**config.mk**
```make
export PLATFORM = sky130hd
export DESIGN_NAME = atm_txn_arbiter
export DESIGN_NICKNAME = d
export VERILOG_FILES = /design/src/rtl/atm_txn_arbiter.sv
export SDC_FILE = /design/constraint.sdc
export NUM_CORES = 1
export LEC_CHECK = 0
export CAP_MARGIN = 20
export CELL_PAD_IN_SITES_DETAIL_PLACEMENT = 0
export CELL_PAD_IN_SITES_GLOBAL_PLACEMENT = 1
export CORE_MARGIN = 2
export CORE_UTILIZATION = 33
export CTS_CLUSTER_SIZE = 10
export DETAILED_ROUTE_END_ITERATION = 7
export GPL_TIMING_DRIVEN = 0
export HOLD_SLACK_MARGIN = 0.05
export PLACE_DENSITY = 0.84
export SKIP_LAST_GASP = 1
export SYNTH_ARGS = -nofsm -noshare
export SYNTH_HDL_FRONTEND = slang
export SYNTH_SLANG_ARGS = --single-unit
```
**constraint.sdc**
```tcl
create_clock -name clk -period 6 [get_ports clk]
set_clock_uncertainty 0.05 [all_clocks]
set_input_delay 1.5 -clock clk [delete_from_list [all_inputs] [get_ports clk]]
set_output_delay 1.5 -clock clk [all_outputs]
set_load 0.005 [all_outputs]
```
**src/rtl/atm_txn_arbiter.sv**
```systemverilog
// Round-robin read-modify-write arbiter sharing one balance memory among ATM terminals.
// Optional ATM_ARB_AUDIT_EN enables the completed-transaction counter on txn_count.
module atm_txn_arbiter #(
    parameter int N_TERM = 4,
    parameter int N_ACCT = 10
) (
    input  logic                  clk,
    input  logic                  rst,
    input  logic [N_TERM-1:0]     req,
    input  logic [2*N_TERM-1:0]   op,
    input  logic [4*N_TERM-1:0]   acc,
    input  logic [16*N_TERM-1:0]  amt,
    output logic [N_TERM-1:0]     done,
    output logic [15:0]           rsp_balance,
    output logic [1:0]            rsp_status,
    output logic                  busy,
    output logic                  mem_en,
    output logic                  mem_we,
    output logic [3:0]            mem_addr,
    output logic [15:0]           mem_wdata,
    input  logic [15:0]           mem_rdata,
    output logic [15:0]           txn_count
);
    localparam int IW = (N_TERM > 1) ? $clog2(N_TERM) : 1;

    typedef enum logic [1:0] {IDLE, READ, EXEC, RESP} state_t;

    state_t         state, state_nx;
    logic [IW-1:0]  last_gnt, gnt_q, sel, cand;
    logic           found;
    logic [1:0]     sel_op, op_q, sts_q, sts_nx;
    logic [3:0]     sel_acc, acc_q;
    logic [15:0]    sel_amt, amt_q, res_q, res_nx;
    logic           sel_bad, wr;
    logic [16:0]    sum;

    // First requester after last_gnt, wrapping around
    always_comb begin
        found = 1'b0;
        sel   = last_gnt;
        cand  = '0;
        for (int i = 1; i <= N_TERM; i++) begin
            cand = IW'((int'(last_gnt) + i) % N_TERM);
            if (!found && req[cand]) begin
                found = 1'b1;
                sel   = cand;
            end
        end
    end

    assign sel_op  = op[sel*2 +: 2];
    assign sel_acc = acc[sel*4 +: 4];
    assign sel_amt = amt[sel*16 +: 16];
    assign sel_bad = (sel_op == 2'b00) || (int'(sel_acc) >= N_ACCT);
    assign sum     = {1'b0, mem_rdata} + {1'b0, amt_q};

    always_comb begin
        res_nx = mem_rdata;
        sts_nx = 2'b00;
        wr     = 1'b0;
        unique case (op_q)
            2'b10: begin
                if (amt_q <= mem_rdata) begin
                    wr     = 1'b1;
                    res_nx = mem_rdata - amt_q;
                end else begin
                    sts_nx = 2'b01;
                end
            end
            2'b11: begin
                if (sum[16]) begin
                    sts_nx = 2'b11;
                end else begin
                    wr     = 1'b1;
                    res_nx = sum[15:0];
                end
            end
            default: ;
        endcase
    end

    always_comb begin
        state_nx = state;
        unique case (state)
            IDLE:    if (found) state_nx = sel_bad ? RESP : READ;
            READ:    state_nx = EXEC;
            EXEC:    state_nx = RESP;
            RESP:    state_nx = IDLE;
            default: state_nx = IDLE;
        endcase
    end

    always_ff @(posedge clk) begin
        if (rst) begin
            state    <= IDLE;
            last_gnt <= IW'(N_TERM - 1);
            gnt_q    <= '0;
            op_q     <= '0;
            acc_q    <= '0;
            amt_q    <= '0;
            res_q    <= '0;
            sts_q    <= '0;
        end else begin
            state <= state_nx;
            if (state == IDLE && found) begin
                gnt_q    <= sel;
                last_gnt <= sel;
                op_q     <= sel_op;
                acc_q    <= sel_acc;
                amt_q    <= sel_amt;
                res_q    <= '0;
                sts_q    <= sel_bad ? 2'b10 : 2'b00;
            end else if (state == EXEC) begin
                res_q <= res_nx;
                sts_q <= sts_nx;
            end
        end
    end

    // Outputs depend only on registered state, latched operands and mem_rdata
    always_comb begin
        busy        = (state != IDLE);
        mem_en      = (state == READ) || (state == EXEC && wr);
        mem_we      = (state == EXEC) && wr;
        mem_addr    = mem_en ? acc_q : 4'd0;
        mem_wdata   = mem_we ? res_nx : 16'd0;
        done        = (state == RESP) ? (N_TERM'(1) << gnt_q) : '0;
        rsp_balance = (state == RESP) ? res_q : 16'd0;
        rsp_status  = (state == RESP) ? sts_q : 2'b00;
    end

`ifdef ATM_ARB_AUDIT_EN
    logic [15:0] cnt_q;

    always_ff @(posedge clk) begin
        if (rst) begin
            cnt_q <= '0;
        end else if (state == RESP) begin
            cnt_q <= cnt_q + 16'd1;
        end
    end

    assign txn_count = cnt_q;
`else
    assign txn_count = 16'd0;
`endif
endmodule

```
==> out/metrics.cfg, run 1 <==
[global_routing]
first_global_vias = 5297
grt_max_degree = 16
overflow = 0
grt_pass1_wl_um = 27800
antenna_found_initial = 1
grt_use_total_pct = 21.6

[synthesis]
syn_area_um2 = 4850
synthFlopType = dfxtp_1
avgSynthCellArea_um2 = 7.50
async_flop_share_pct = 0
yosysMostFrequentCell = a21oi_1
synth_edf_count = 0
synth_cell_types = 72
synth_top_area_share_pct = 19.0
postSynthCellCount = 647
yosysSeqAreaShare_pct = 19.0
yosysTopAreaCell = dfxtp_1
synthTopCellsByCount = a21oi_1 (82), nor2_1 (57), a211oi_1 (50)
yosysWarnings = 0
synth-seq-cells = 46
ys_top_cells_by_area = dfxtp_1 (19%), ha_1 (9.5%), a21oi_1 (8.5%)

[clock_tree]
cts.sinks = 46
worstSkewPairLatency_ns = 0.29
clock-root-buffer = clkbuf_16
path_clk_slew_ns = 0.06
cts.htree.levels = 2
cts.path.max_buffers = 2
cts_tree = yes
cts_made_buffers = 5
postCtsHoldBufs = 0

[power_and_ir_drop]
p_leak_nw = 3.25
vdd_ir_drop_max_v = 0.000158
p_total_w = 0.00287
p_per_area_nw_per_um2 = 372

[worst_setup_path]
rr_startpoint = amt_q[7]
crit_arrival_ns = 4.52
slowest_delay_ns = 0.52
r2r_slack_ns = 2.20
rr_worst_depth = 21
setup.worst_path.end_class = primary output
crit_type = in2out
rr_endpoint = res_q[2]
cp_cell_sequence = dlygate4sd2_1, ha_2, buf_2, nor4_4, a2111oi_2, a221oi_2, buf_4, o41ai_4, o31ai_2, xnor2_1, a22oi_2, nor2_1, clkdlybuf4s50_1
cp_max_fo = 10
start_kind = primary input
cp_slowest_cell = clkdlybuf4s50_1
required_ns = 4.45

[placed_design]
gp_congestion = 0.909
io_buffers = 154
dpl_worst_slack_ns = -0.844
hpwl_um = 13300

[sta]
relSlewSlack_pct = 50.9
maxSlewViolCount = 0
fmaxAchievable_ghz = 0.165
hold_slack_ns = 0.404
final.setup.worst_slack_ns = -0.0704
tightest_slew_ns = 0.730
hold_viol_final = 0
tns_ns = -0.0880
post-route-period-util_pct = 101
setup_viol = 2
rsz0062_at_grt = true
min_period_ns = 6.07

[detailed_routing]
drtIter0Drc = 247
routed_wl_um = 17300
via_per_inst = 5.03
ant_nets = 0
vias = 5351
wire_per_inst_um = 16.3
detail_route.first_pass.iterations = 4
drc = 0

[cells_and_area]
drive_above_1_share_pct = 21.8
nNetsFinal = 1027
area_growth_pct = 59.2
fillers = 1385
fin_util_pct = 53.5

[outcome]
status = finished with violations
violations = negative setup slack

[floorplanning]
fp.dieH_um = 125
initial_core_util_pct = 33.6
coreArea_um2 = 14400
fp.dieW_um = 125
die-area_um2 = 15700
io_pins = 171
std_cell_rows = 44

[worst_hold_path]
hp-start = acc_q[2]
hold-path-endpoint = acc_q[2]
hold_class = reg2reg
min_path_cells = 2

[flow_run]
drv_cap = 0

power by group:
part | internal, W | switching [W]
registers | 0.000404 | 0.0000897
logic | 0.000963 | 0.00114
clock network | 0.000154 | 0.000124
placed cells by master, fill, tap and decap left out, types with 7 or more instances in the layout:
| master | count |
|---|---|
| clkbuf_1 | 20 |
| dlygate4sd2_1 | 24 |
| buf_2 | 8 |
| dfxtp_1 | 46 |
| a21o_1 | 11 |
| nand2b_1 | 12 |
| and2_1 | 21 |
| or2_2 | 8 |
| mux2i_1 | 29 |
| nand2_1 | 41 |
| clkdlybuf4s50_1 | 122 |
| conb_1 | 16 |
| o21ai_0 | 24 |
| nor2_1 | 56 |
| a21oi_2 | 10 |
| nor2b_1 | 27 |
| a21oi_1 | 67 |
| a21oi_4 | 7 |
| nand3_1 | 7 |
| buf_6 | 9 |
| buf_4 | 71 |
| inv_1 | 35 |
| ha_1 | 30 |
| a211oi_1 | 42 |
registers in the layout (all words and copies together) (netlist names):
name / count
state: 2
gnt_q: 2
res_q: 16
op_q: 2
sts_q: 2
acc_q: 4
last_gnt: 2
amt_q: 16
metrics by stage:
step                cells  cell area, µm²
floorplan             662            4910
global placement     1000            6680
detailed placement   1000            6680
CTS                  1051            7530
global route         1063            7720
finish               1064            7720
how the worst max path moves through the flow:
stage	cells after the start	slack, ns	to	from
detailed placement	14	-0.84	mem_wdata[6]	mem_rdata[7]
floorplan	13	0.76	mem_wdata[10]	mem_rdata[0]
global placement	13	-0.82	mem_wdata[6]	mem_rdata[1]
CTS	16	-0.007	mem_wdata[6]	mem_rdata[4]
finish	13	-0.07	mem_wdata[15]	mem_rdata[6]
global route	13	-0.16	mem_wdata[15]	mem_rdata[6]
metal layers:
metal  share of wire, %  track usage [%]  vias to the layer above
li1                   -                -                     2724
met1                 43             27.5                     2423
met2                 49             37.7                      189
met3                6.7             4.32                       15
met4                1.4             5.29                        0
met5                  0                0                        -
kinds of logic after synthesis:
| group | count (synthesis) | synth area share [%] |
|---|---|---|
| AO/OA/AOI/OAI | 223 | 31.1 |
| XOR/XNOR | 2 | 0.361 |
| adder cells (fa/ha/maj) | 39 | 10.4 |
| buffers and inverters | 98 | 10.9 |
| flip-flops | 46 | 19.0 |
| multiplexers | 29 | 5.98 |
| other | 1 | 0.0773 |
| AND/OR/NAND/NOR | 209 | 22.2 |
worst max-delay path, delay by kind of cell:
family                     cells  cell delay (ns)
buffers and inverters          4             1.23
AOI/OAI and AO/OA              5             1.05
adders and majority gates      1             0.37
and+or+nand+nor                2             0.18
xor gates and xnor gates       1             0.18
layout make-up:
type                    instances  area (µm²)  area share [%]
well taps                     184         230            2.98
clock inverters                 3        21.3           0.275
plain buffers                  60         422            5.46
diodes                          1        2.50          0.0324
multi-input cells             518        3900            50.5
repair buffers                209        1960            25.3
inverters                      38         143            1.85
flip-flops and latches         46         921            11.9
clock buffers                   5         125            1.62
what timing repair did:
item                                    CTS  global route
pin swaps                                30            10
gates resized for setup                 118            24
buffers inserted                         42            12
endpoints found under the setup margin   22            17
cloned                                    1             0
(Power assumes the default switching activity.)
==> run 2: changes to the inputs <==
==> constraint.sdc (replaced) <==
create_clock -name clk -period 6 [get_ports clk]
set_clock_uncertainty 0.05 [all_clocks]
set_input_delay 1.5 -clock clk [delete_from_list [all_inputs] [get_ports clk]]
set_output_delay 1.5 -clock clk [all_outputs]
set_load 0.01 [all_outputs]
==> run 2 against run 1 <==
- the flow now finishes without violations
- sequential share of layout area up 0.61 points
- routed wire length down 3.6%
- first-iteration DRC count down 3.6%
- clock-buffer cell count unchanged
- via count down 3.2%
- setup slack better by 0.099 ns
- utilization down 2.6 points
- maximum frequency up 1.7%
- clock power about the same
==> out/metrics.cfg, run 2 (synthesized netlist as in run 1, its figures left out) <==
[outcome]
status = finished, final reports clean

[placed_design]
hpwl_um = 13300
gp_congestion = 0.909
dpl_worst_slack_ns = -0.875
io_buffers = 154

[clock_tree]
cts_tree = yes
path_clk_slew_ns = 0.06
postCtsHoldBufs = 0
cts.sinks = 46
cts_made_buffers = 5
clock-root-buffer = clkbuf_16
cts.htree.levels = 2
worstSkewPairLatency_ns = 0.29
cts.path.max_buffers = 2

[global_routing]
grt_pass1_wl_um = 26800
grt_use_total_pct = 21.0
first_global_vias = 5148
overflow = 0
antenna_found_initial = 0
gr-max-usage-layer = met2
met1_usage_pct = 26.8
grtUsageMet2_pct = 36.4
grt.met3_usage_pct = 4.07
grt_max_degree = 16

[sta]
hold_slack_ns = 0.404
relSlewSlack_pct = 50.3
fmaxAchievable_ghz = 0.167
maxSlewViolCount = 0
rsz0062_at_grt = true
final.setup.worst_slack_ns = 0.0290
min_period_ns = 5.97
post-route-period-util_pct = 99.5
tns_ns = 0
tightest_slew_ns = 0.739
hold_viol_final = 0
setup_viol = 0

[worst_setup_path]
crit_top_cell = buf_4
setup.worst_path.end_class = primary output
slowest_delay_ns = 0.35
cp_cell_sequence = buf_2, ha_1, buf_6, a21o_1, a21oi_2, o21ai_2, a221oi_4, a2111oi_4, buf_4, buf_4, or2_4, a221o_1, a22oi_2, nor2_1, clkdlybuf4s15_2
required_ns = 4.45
cp_slowest_cell = a221oi_4
start_kind = primary input
cp_top_family = compound AO/OA/AOI/OAI gates
cp_num_buf_inv = 5
crit_arrival_ns = 4.42
cp_max_fo = 8
crit_type = in2out

[worst_hold_path]
hold_class = reg2reg

[power_and_ir_drop]
p_per_area_nw_per_um2 = 368
vdd_ir_drop_max_v = 0.000168
p_leak_nw = 3.09

[detailed_routing]
via_per_inst = 5.02
drc = 0
vias = 5182
ant_nets = 0
routed_wl_um = 16700
detail_route.first_pass.iterations = 5
wire_per_inst_um = 16.2
drtIter0Drc = 238

[floorplanning]
io_pins = 171
die-area_um2 = 15700
fp.dieW_um = 125
std_cell_rows = 44
fp.dieH_um = 125
coreArea_um2 = 14400
initial_core_util_pct = 33.6

[cells_and_area]
drive_above_1_share_pct = 17.9
layout_common_cells = clkdlybuf4s50_1 (122), a21oi_1 (71), nor2_1 (57)
area_growth_pct = 51.5
fin_util_pct = 51.0
final-seq-area_um2 = 921
nNetsFinal = 996
largestRegisters = amt_q (16), res_q (16), acc_q (4)
layout.cells.most_common = clkdlybuf4s50_1
multi_input_area_um2 = 3810
fillers = 1436

[flow_run]
drv_cap = 0

## run 2: cell count changes in the layout (fill, tap and decap cells not counted), moves of 2 or more
cell | previous run | this run
a21oi_4 | 7 | 2
o21ai_1 | 4 | 2
buf_4 | 71 | 46
clkdlybuf4s15_1 | 1 | 4
buf_2 | 8 | 6
buf_12 | 2 | 0
a21oi_1 | 67 | 71
clkbuf_2 | 2 | 4
dlymetal6s2s_1 | 2 | 4
dlygate4sd2_1 | 24 | 18
buf_6 | 9 | 7
## run 2: power by group
group | switching, W | internal [W] | leakage, nW | total, W
combinational | 0.00108 | 0.000849 | 2.64 | 0.00193
sequential | 0.0000896 | 0.000404 | 0.378 | 0.000494
clock | 0.000126 | 0.000154 | 0.0698 | 0.000280
## run 2: final timing paths
check	depth (start not counted)	slack (ns)	start	end
setup reg to reg	22	2.06	amt_q[7]	res_q[2]
setup / recovery	15	0.03	mem_rdata[7]	mem_wdata[2]
hold reg to reg	2	0.40	acc_q[2]	acc_q[2]
hold / removal	2	0.40	acc_q[2]	acc_q[2]
## run 2: metal layers
metal,share of wire (%),vias to the layer above
li1,-,2654
met1,45,2351
met2,48,162
met3,5.3,15
met4,1.7,0
met5,0,-
## run 2: layout make-up
type | count | area share [%]
Clock buffer | 5 | 1.70
Antenna cell | 1 | 0.0340
Timing Repair Buffer | 178 | 22.9
Tap cell | 184 | 3.13
Buffer | 60 | 5.62
Multi-Input combinational cell | 518 | 51.8
Sequential cell | 46 | 12.5
Clock inverter | 3 | 0.289
Inverter | 38 | 1.94
## run 2: what timing repair did
item,4_1_cts,5_1_grt
buffers inserted,20,5
gates resized for setup,93,31
endpoints found under the setup margin,22,21
pin swaps,17,16
## run 2: per-stage QoR
| step | cell area (µm²) | cells | power, W |
|---|---|---|---|
| 2_1_floorplan | 4910 | 662 | 0.00167 |
| 3_3_place_gp | 6680 | 1000 | 0.00214 |
| 3_5_place_dp | 6680 | 1000 | 0.00215 |
| 4_1_cts | 7210 | 1027 | 0.00263 |
| 5_1_grt | 7350 | 1032 | 0.00292 |
| 6_report | 7350 | 1033 | 0.00270 |
## run 2: worst min-delay path: cells and delay by family, from the launching register on
kind / cells / cell delay, ns
simple gates: 1 / 0.05
compound gates: 1 / 0.06
flops: 1 / 0.30
==> edit 1: new RTL, config.mk and constraints of run 2 <==
Register the inputs `req`, `op`, `acc`, `amt` and `mem_rdata` before use. The logic sees them one clock later. Comments in the files are not updated.
--- a/src/rtl/atm_txn_arbiter.sv
+++ b/src/rtl/atm_txn_arbiter.sv
@@ -26,4 +26,18 @@
     typedef enum logic [1:0] {IDLE, READ, EXEC, RESP} state_t;
 
+    logic [N_TERM-1:0] req_q;
+    logic [2*N_TERM-1:0] op_r;
+    logic [4*N_TERM-1:0] acc_r;
+    logic [16*N_TERM-1:0] amt_r;
+    logic [15:0] mem_rdata_q;
+
+    always_ff @(posedge clk) begin
+        req_q       <= req;
+        op_r        <= op;
+        acc_r       <= acc;
+        amt_r       <= amt;
+        mem_rdata_q <= mem_rdata;
+    end
+
     state_t         state, state_nx;
     logic [IW-1:0]  last_gnt, gnt_q, sel, cand;
@@ -42,5 +56,5 @@
         for (int i = 1; i <= N_TERM; i++) begin
             cand = IW'((int'(last_gnt) + i) % N_TERM);
-            if (!found && req[cand]) begin
+            if (!found && req_q[cand]) begin
                 found = 1'b1;
                 sel   = cand;
@@ -49,19 +63,19 @@
     end
 
-    assign sel_op  = op[sel*2 +: 2];
-    assign sel_acc = acc[sel*4 +: 4];
-    assign sel_amt = amt[sel*16 +: 16];
+    assign sel_op  = op_r[sel*2 +: 2];
+    assign sel_acc = acc_r[sel*4 +: 4];
+    assign sel_amt = amt_r[sel*16 +: 16];
     assign sel_bad = (sel_op == 2'b00) || (int'(sel_acc) >= N_ACCT);
-    assign sum     = {1'b0, mem_rdata} + {1'b0, amt_q};
+    assign sum     = {1'b0, mem_rdata_q} + {1'b0, amt_q};
 
     always_comb begin
-        res_nx = mem_rdata;
+        res_nx = mem_rdata_q;
         sts_nx = 2'b00;
         wr     = 1'b0;
         unique case (op_q)
             2'b10: begin
-                if (amt_q <= mem_rdata) begin
+                if (amt_q <= mem_rdata_q) begin
                     wr     = 1'b1;
-                    res_nx = mem_rdata - amt_q;
+                    res_nx = mem_rdata_q - amt_q;
                 end else begin
                     sts_nx = 2'b01;
Function: changed (a bounded check fails within 4 cycles, from zero or initial values and one cycle with rst high).
==> edit 1 against run 2 <==
Synthesized cell count up 17%; routed wire length grew 13%; global-route usage decreased by 3.7 points; count of clock-buffer cells in the layout increased by 12; power increased by 46%; synthesized area is 43% higher; sequential cell count grew 108; cell area rose by 29%; worst hold slack gained 8.3 ps; setup slack better by 230 ps; critical path type is now flip-flop to output pin; highest routed layer unchanged.
==> edit 1: results (changes against run 2) <==
INFO  metric worst-slew-pin-transition = 763 ps (was 739 ps)
INFO  metric vdd_ir_drop_max = 0.230 mV (was 0.168 mV)
INFO  metric worstRegToRegCells = 13 (was 22)
INFO  metric worstPathArrival = 4200 ps (was 4420 ps)
INFO  metric grt.met3_usage = 4.37% (was 4.07%)
INFO  metric clock_insertion_delay_worst_skew = 430 ps (was 290 ps)
INFO  metric layout-drive-gt1-share = 9.83% (was 17.9%)
INFO  metric yosysUniqueCellTypes = 68 (was 72)
INFO  metric grt_util_met2 = 28.5% (was 36.4%)
INFO  metric power.internal = 2.38 mW (was 1.41 mW)
INFO  metric met3_wirelength = 1030 um (was 886 um)
INFO  metric drt-pass1-iter-count = 6 (was 5)
INFO  metric regToRegSetupSlack = 2500 ps (was 2060 ps)
INFO  metric stdcell_count = 1231 (was 1033)
INFO  metric antenna-diode-count = 0 (was 1)
INFO  metric netlist_top_cells_count = dfxtp_1 (154), a21oi_1 (82), nor2_1 (57) (was a21oi_1 (82), nor2_1 (57), a211oi_1 (50))
INFO  metric place_hpwl = 14800 um (was 13300 um)
INFO  metric drt_iter0_drc = 404 (was 238)
INFO  metric global_route_wire_length_before_repair = 29800 um (was 26800 um)
INFO  metric ys_seq_area_share = 44.5% (was 19.0%)
INFO  metric final_nets = 1092 (was 996)
INFO  metric route.detailed.vias_per_inst = 4.79 (was 5.02)
INFO  metric grt_max_degree = 19 (was 16)
INFO  metric cts_buffers = 17 (was 5)
INFO  metric synth_top_cells_by_area = dfxtp_1 (44%), ha_1 (6.7%), a21oi_1 (5.9%), a211oi_1 (5.4%), mux2i_1 (4.2%) (was dfxtp_1 (19%), ha_1 (9.5%), a21oi_1 (8.5%), a211oi_1 (7.7%), mux2i_1 (6.0%))
INFO  metric first_global_vias = 5724 (was 5148)
INFO  metric reg2reg_from = amt_q[4]$_SDFFE_PP0P_ (was amt_q[7]$_SDFFE_PP0P_)
INFO  metric run_status = completed (unchanged)
INFO  metric postCtsSetupRepairBufs = 0 (was 20)
INFO  metric use_met1 = 22.2% (was 26.8%)
INFO  metric timing.rr.end = res_q[3]$_SDFFE_PP0P_ (was res_q[2]$_SDFFE_PP0P_)
INFO  metric post_synth.cell_area_avg = 9.19 sq um (was 7.50 sq um)
INFO  metric crit_fanout = 10 (was 8)
INFO  metric postCtsResizedCells = 0 (was 93)
INFO  metric groute.usage.overall = 17.3% (was 21.0%)
INFO  metric worst_setup_path_endpoint = mem_wdata[3] (was mem_wdata[2])
INFO  metric cp-start-kind = flip-flop (was input port)
INFO  metric routed_wirelength = 18900 um (was 16700 um)
INFO  metric finalWeightedCongestion = 0.886 (was 0.909)
INFO  metric detail_route.wirelength.met1 = 8730 um (was 7460 um)
-- edit 1: cell types whose count changed after synthesis, sizes merged --
cell and delta:
dlygate4sd3 -1, bufbuf -1, dfxtp +108, clkbuf +2, nand2b +1, or2b -1
-- edit 1: worst min-delay path by stage --
stage	from	endpoint	slack [ps]	depth (start not counted)
after global placement	acc_q[2]$_SDFFE_PP0P_	acc_q[2]$_SDFFE_PP0P_	390	2
after CTS	acc_q[2]$_SDFFE_PP0P_	acc_q[2]$_SDFFE_PP0P_	420	2
after global routing	acc_q[2]$_SDFFE_PP0P_	acc_q[2]$_SDFFE_PP0P_	440	2
after detailed placement	acc_q[2]$_SDFFE_PP0P_	acc_q[2]$_SDFFE_PP0P_	410	2
after floorplan	acc_q[1]$_SDFFE_PP0P_	acc_q[1]$_SDFFE_PP0P_	380	2
final	acc_q[2]$_SDFFE_PP0P_	acc_q[2]$_SDFFE_PP0P_	410	2
-- edit 1: cells by family (layout without fill, tap and decap cells) --
family | after synthesis | in the layout | synth area share (%)
other | 1 | 16 | 0.0541
and+or+nand+nor | 209 | 209 | 15.3
DFF | 154 | 154 | 44.5
adders and majority gates | 39 | 39 | 7.25
xor gates and xnor gates | 2 | 2 | 0.253
buffers and inverters | 98 | 284 | 6.78
muxes | 29 | 29 | 4.19
AOI/OAI and AO/OA | 223 | 223 | 21.7
-- edit 1: power by group through the flow --
stage,Clock (mW),Sequential [mW],Combinational (mW)
after CTS,1.09,1.27,1.61
after global routing,1.14,1.29,1.78
after global placement,0,1.29,1.58
final,1.07,1.27,1.61
after detailed placement,0,1.29,1.60
after floorplan,0,1.24,1.16
-- edit 1: stage by stage --
| step | setup slack (ps) | cell area [sq um] | power, mW | util (%) |
|---|---|---|---|---|
| global placement | 696 | 8880 | 2.87 | 42.6 |
| finish | 254 | 9470 | 3.96 | 45.5 |
| global route | 24.3 | 9470 | 4.21 | 45.5 |
| detailed placement | 675 | 8880 | 2.90 | 42.6 |
| floorplan | 1830 | 6990 | 2.40 | - |
| CTS | 202 | 9470 | 3.98 | 45.5 |
-- edit 1: worst max-delay path: stages (launching register included) --
cell and delay, ps:
dfxtp_1 400, inv_1 60, ha_1 280, buf_6 140, a21o_1 180, a21oi_2 200
o21ai_2 140, a221oi_4 380, a2111oi_4 170, nor2_2 290, buf_2 330, a21oi_1 70
a211oi_1 530, nor2_1 80, clkdlybuf4s50_1 500
-- edit 1: layout make-up --
type / count / area [sq um]
Buffer: 60 / 328
Tap cell: 275 / 344
Multi-Input combinational cell: 518 / 3440
Fill cell: 1992 / 11400
Timing Repair Buffer: 154 / 1540
Sequential cell: 154 / 3080
Inverter: 38 / 143
Clock buffer: 17 / 425
Clock inverter: 15 / 168
==> edit 2: new RTL, settings of run 2 <==
Without the edit above. Change the parameter `N_TERM` from 4 to 2.
--- a/src/rtl/atm_txn_arbiter.sv
+++ b/src/rtl/atm_txn_arbiter.sv
@@ -2,5 +2,5 @@
 // Optional ATM_ARB_AUDIT_EN enables the completed-transaction counter on txn_count.
 module atm_txn_arbiter #(
-    parameter int N_TERM = 4,
+    parameter int N_TERM = 2,
     parameter int N_ACCT = 10
 ) (
Interface: changed (5 resized); port bits go from 171 to 123. The function was not compared with the original's and may differ.
==> edit 2 against run 2 <==
Setup slack improved by 45 ps; power decreased by 14%; sequential power decreased by 6.3%; count of clock-buffer cells in the layout increased by 1; cell area decreased by 15%; sequential cell count decreased by 2; critical path type unchanged; routed wire length decreased by 9.0%; combinational power decreased by 21%; core utilization decreased by 1.3 points; synthesized area decreased by 12%; global-route usage increased by 0.21 points; critical endpoint is now mem_wdata[14]; critical path depth decreased by 1.
==> edit 2: results (changes against run 2) <==
INFO  metric grt.met3_usage = 2.23% (was 4.07%)
INFO  metric antenna-diode-count = 0 (was 1)
INFO  metric worst_setup_path_endpoint = mem_wdata[14] (was mem_wdata[2])
INFO  metric use_met1 = 28.1% (was 26.8%)
INFO  metric layout-drive-gt1-share = 16.3% (was 17.9%)
INFO  metric route.detailed.wl_per_inst = 17.4 um (was 16.2 um)
INFO  metric post_synth.cell_area_avg = 7.70 sq um (was 7.50 sq um)
INFO  metric power.internal = 1.23 mW (was 1.41 mW)
INFO  metric slowest_delay = 390 ps (was 350 ps)
INFO  metric reg2reg_from = amt_q[12]$_SDFFE_PP0P_ (was amt_q[7]$_SDFFE_PP0P_)
INFO  metric yosysUniqueCellTypes = 71 (was 72)
INFO  metric run_status = completed (unchanged)
INFO  metric placed_cells_incl_taps = 847 (was 1000)
INFO  metric worstRegToRegCells = 15 (was 22)
INFO  metric netlist_top_cells_count = nor2_1 (62), dfxtp_1 (44), ha_1 (37) (was a21oi_1 (82), nor2_1 (57), a211oi_1 (50))
INFO  metric finalWeightedCongestion = 0.860 (was 0.909)
INFO  metric timing.critical_path.from = mem_rdata[1] (was mem_rdata[7])
INFO  metric worstHoldStart = sts_q[0]$_SDFFE_PP0P_ (was acc_q[2]$_SDFFE_PP0P_)
INFO  metric vdd_ir_drop_max = 0.157 mV (was 0.168 mV)
INFO  metric placed_cell_area = 5600 sq um (was 6680 sq um)
INFO  metric comb_cell_power = 1.52 mW (was 1.93 mW)
INFO  metric met3_wirelength = 844 um (was 886 um)
INFO  metric regToRegSetupSlack = 2760 ps (was 2060 ps)
INFO  metric finalHoldWorstSlack = 426 ps (was 404 ps)
INFO  metric drt_iter0_drc = 370 (was 238)
INFO  metric worst-slew-pin-transition = 744 ps (was 739 ps)
INFO  metric timing.rr.end = res_q[4]$_SDFFE_PP0P_ (was res_q[2]$_SDFFE_PP0P_)
INFO  metric postCtsResizedCells = 69 (was 93)
INFO  metric routed-wl-met2 = 7210 um (was 8090 um)
INFO  metric netSwitchingFraction = 46.6% (was 47.9%)
INFO  metric detailedPlace.worstSlack = -979 ps (was -875 ps)
INFO  metric holdPathEnd = sts_q[0]$_SDFFE_PP0P_ (was acc_q[2]$_SDFFE_PP0P_)
INFO  metric cp_slowest_cell = fa_2 (was a221oi_4)
INFO  metric first_global_vias = 4547 (was 5148)
INFO  metric seq-power = 0.463 mW (was 0.494 mW)
INFO  metric global_route_wire_length_before_repair = 23600 um (was 26800 um)
INFO  metric worstPathArrival = 4380 ps (was 4420 ps)
INFO  metric routed_wirelength = 15200 um (was 16700 um)
INFO  metric route.detailed.vias_per_inst = 5.37 (was 5.02)
INFO  metric ys_seq_area_share = 20.7% (was 19.0%)
INFO  metric grt_util_met2 = 35.9% (was 36.4%)
INFO  metric post-route-worst-setup-slack = 74.0 ps (was 29.0 ps)
[edit 2: cell types whose count changed after synthesis, sizes merged, moves of 6 or more]
cell	change
a21oi	-52
a211oi	-19
nand2	-17
nor2b	-13
a31oi	+8
or2	-8
o22ai	+7
clkbuf	-6
[edit 2: layout make-up]
| type | count | area (sq um) |
|---|---|---|
| Clock inverter | 2 | 38.8 |
| Buffer | 48 | 325 |
| Multi-Input combinational cell | 441 | 3330 |
| Inverter | 36 | 135 |
| Fill cell | 1252 | 6350 |
| Sequential cell | 44 | 881 |
| Tap cell | 172 | 215 |
| Timing Repair Buffer | 127 | 1210 |
| Clock buffer | 6 | 139 |
[edit 2: cell families (layout without fill, tap and decap cells)]
family	count (synthesis)	count (layout)	share of synthesized area, %
AOI/OAI and AO/OA	186	186	31.5
and+or+nand+nor	175	175	20.4
DFF	44	44	20.7
other	1	16	0.0879
muxes	24	24	5.63
xor gates and xnor gates	1	1	0.205
adders and majority gates	39	39	11.8
buffers and inverters	84	219	9.71
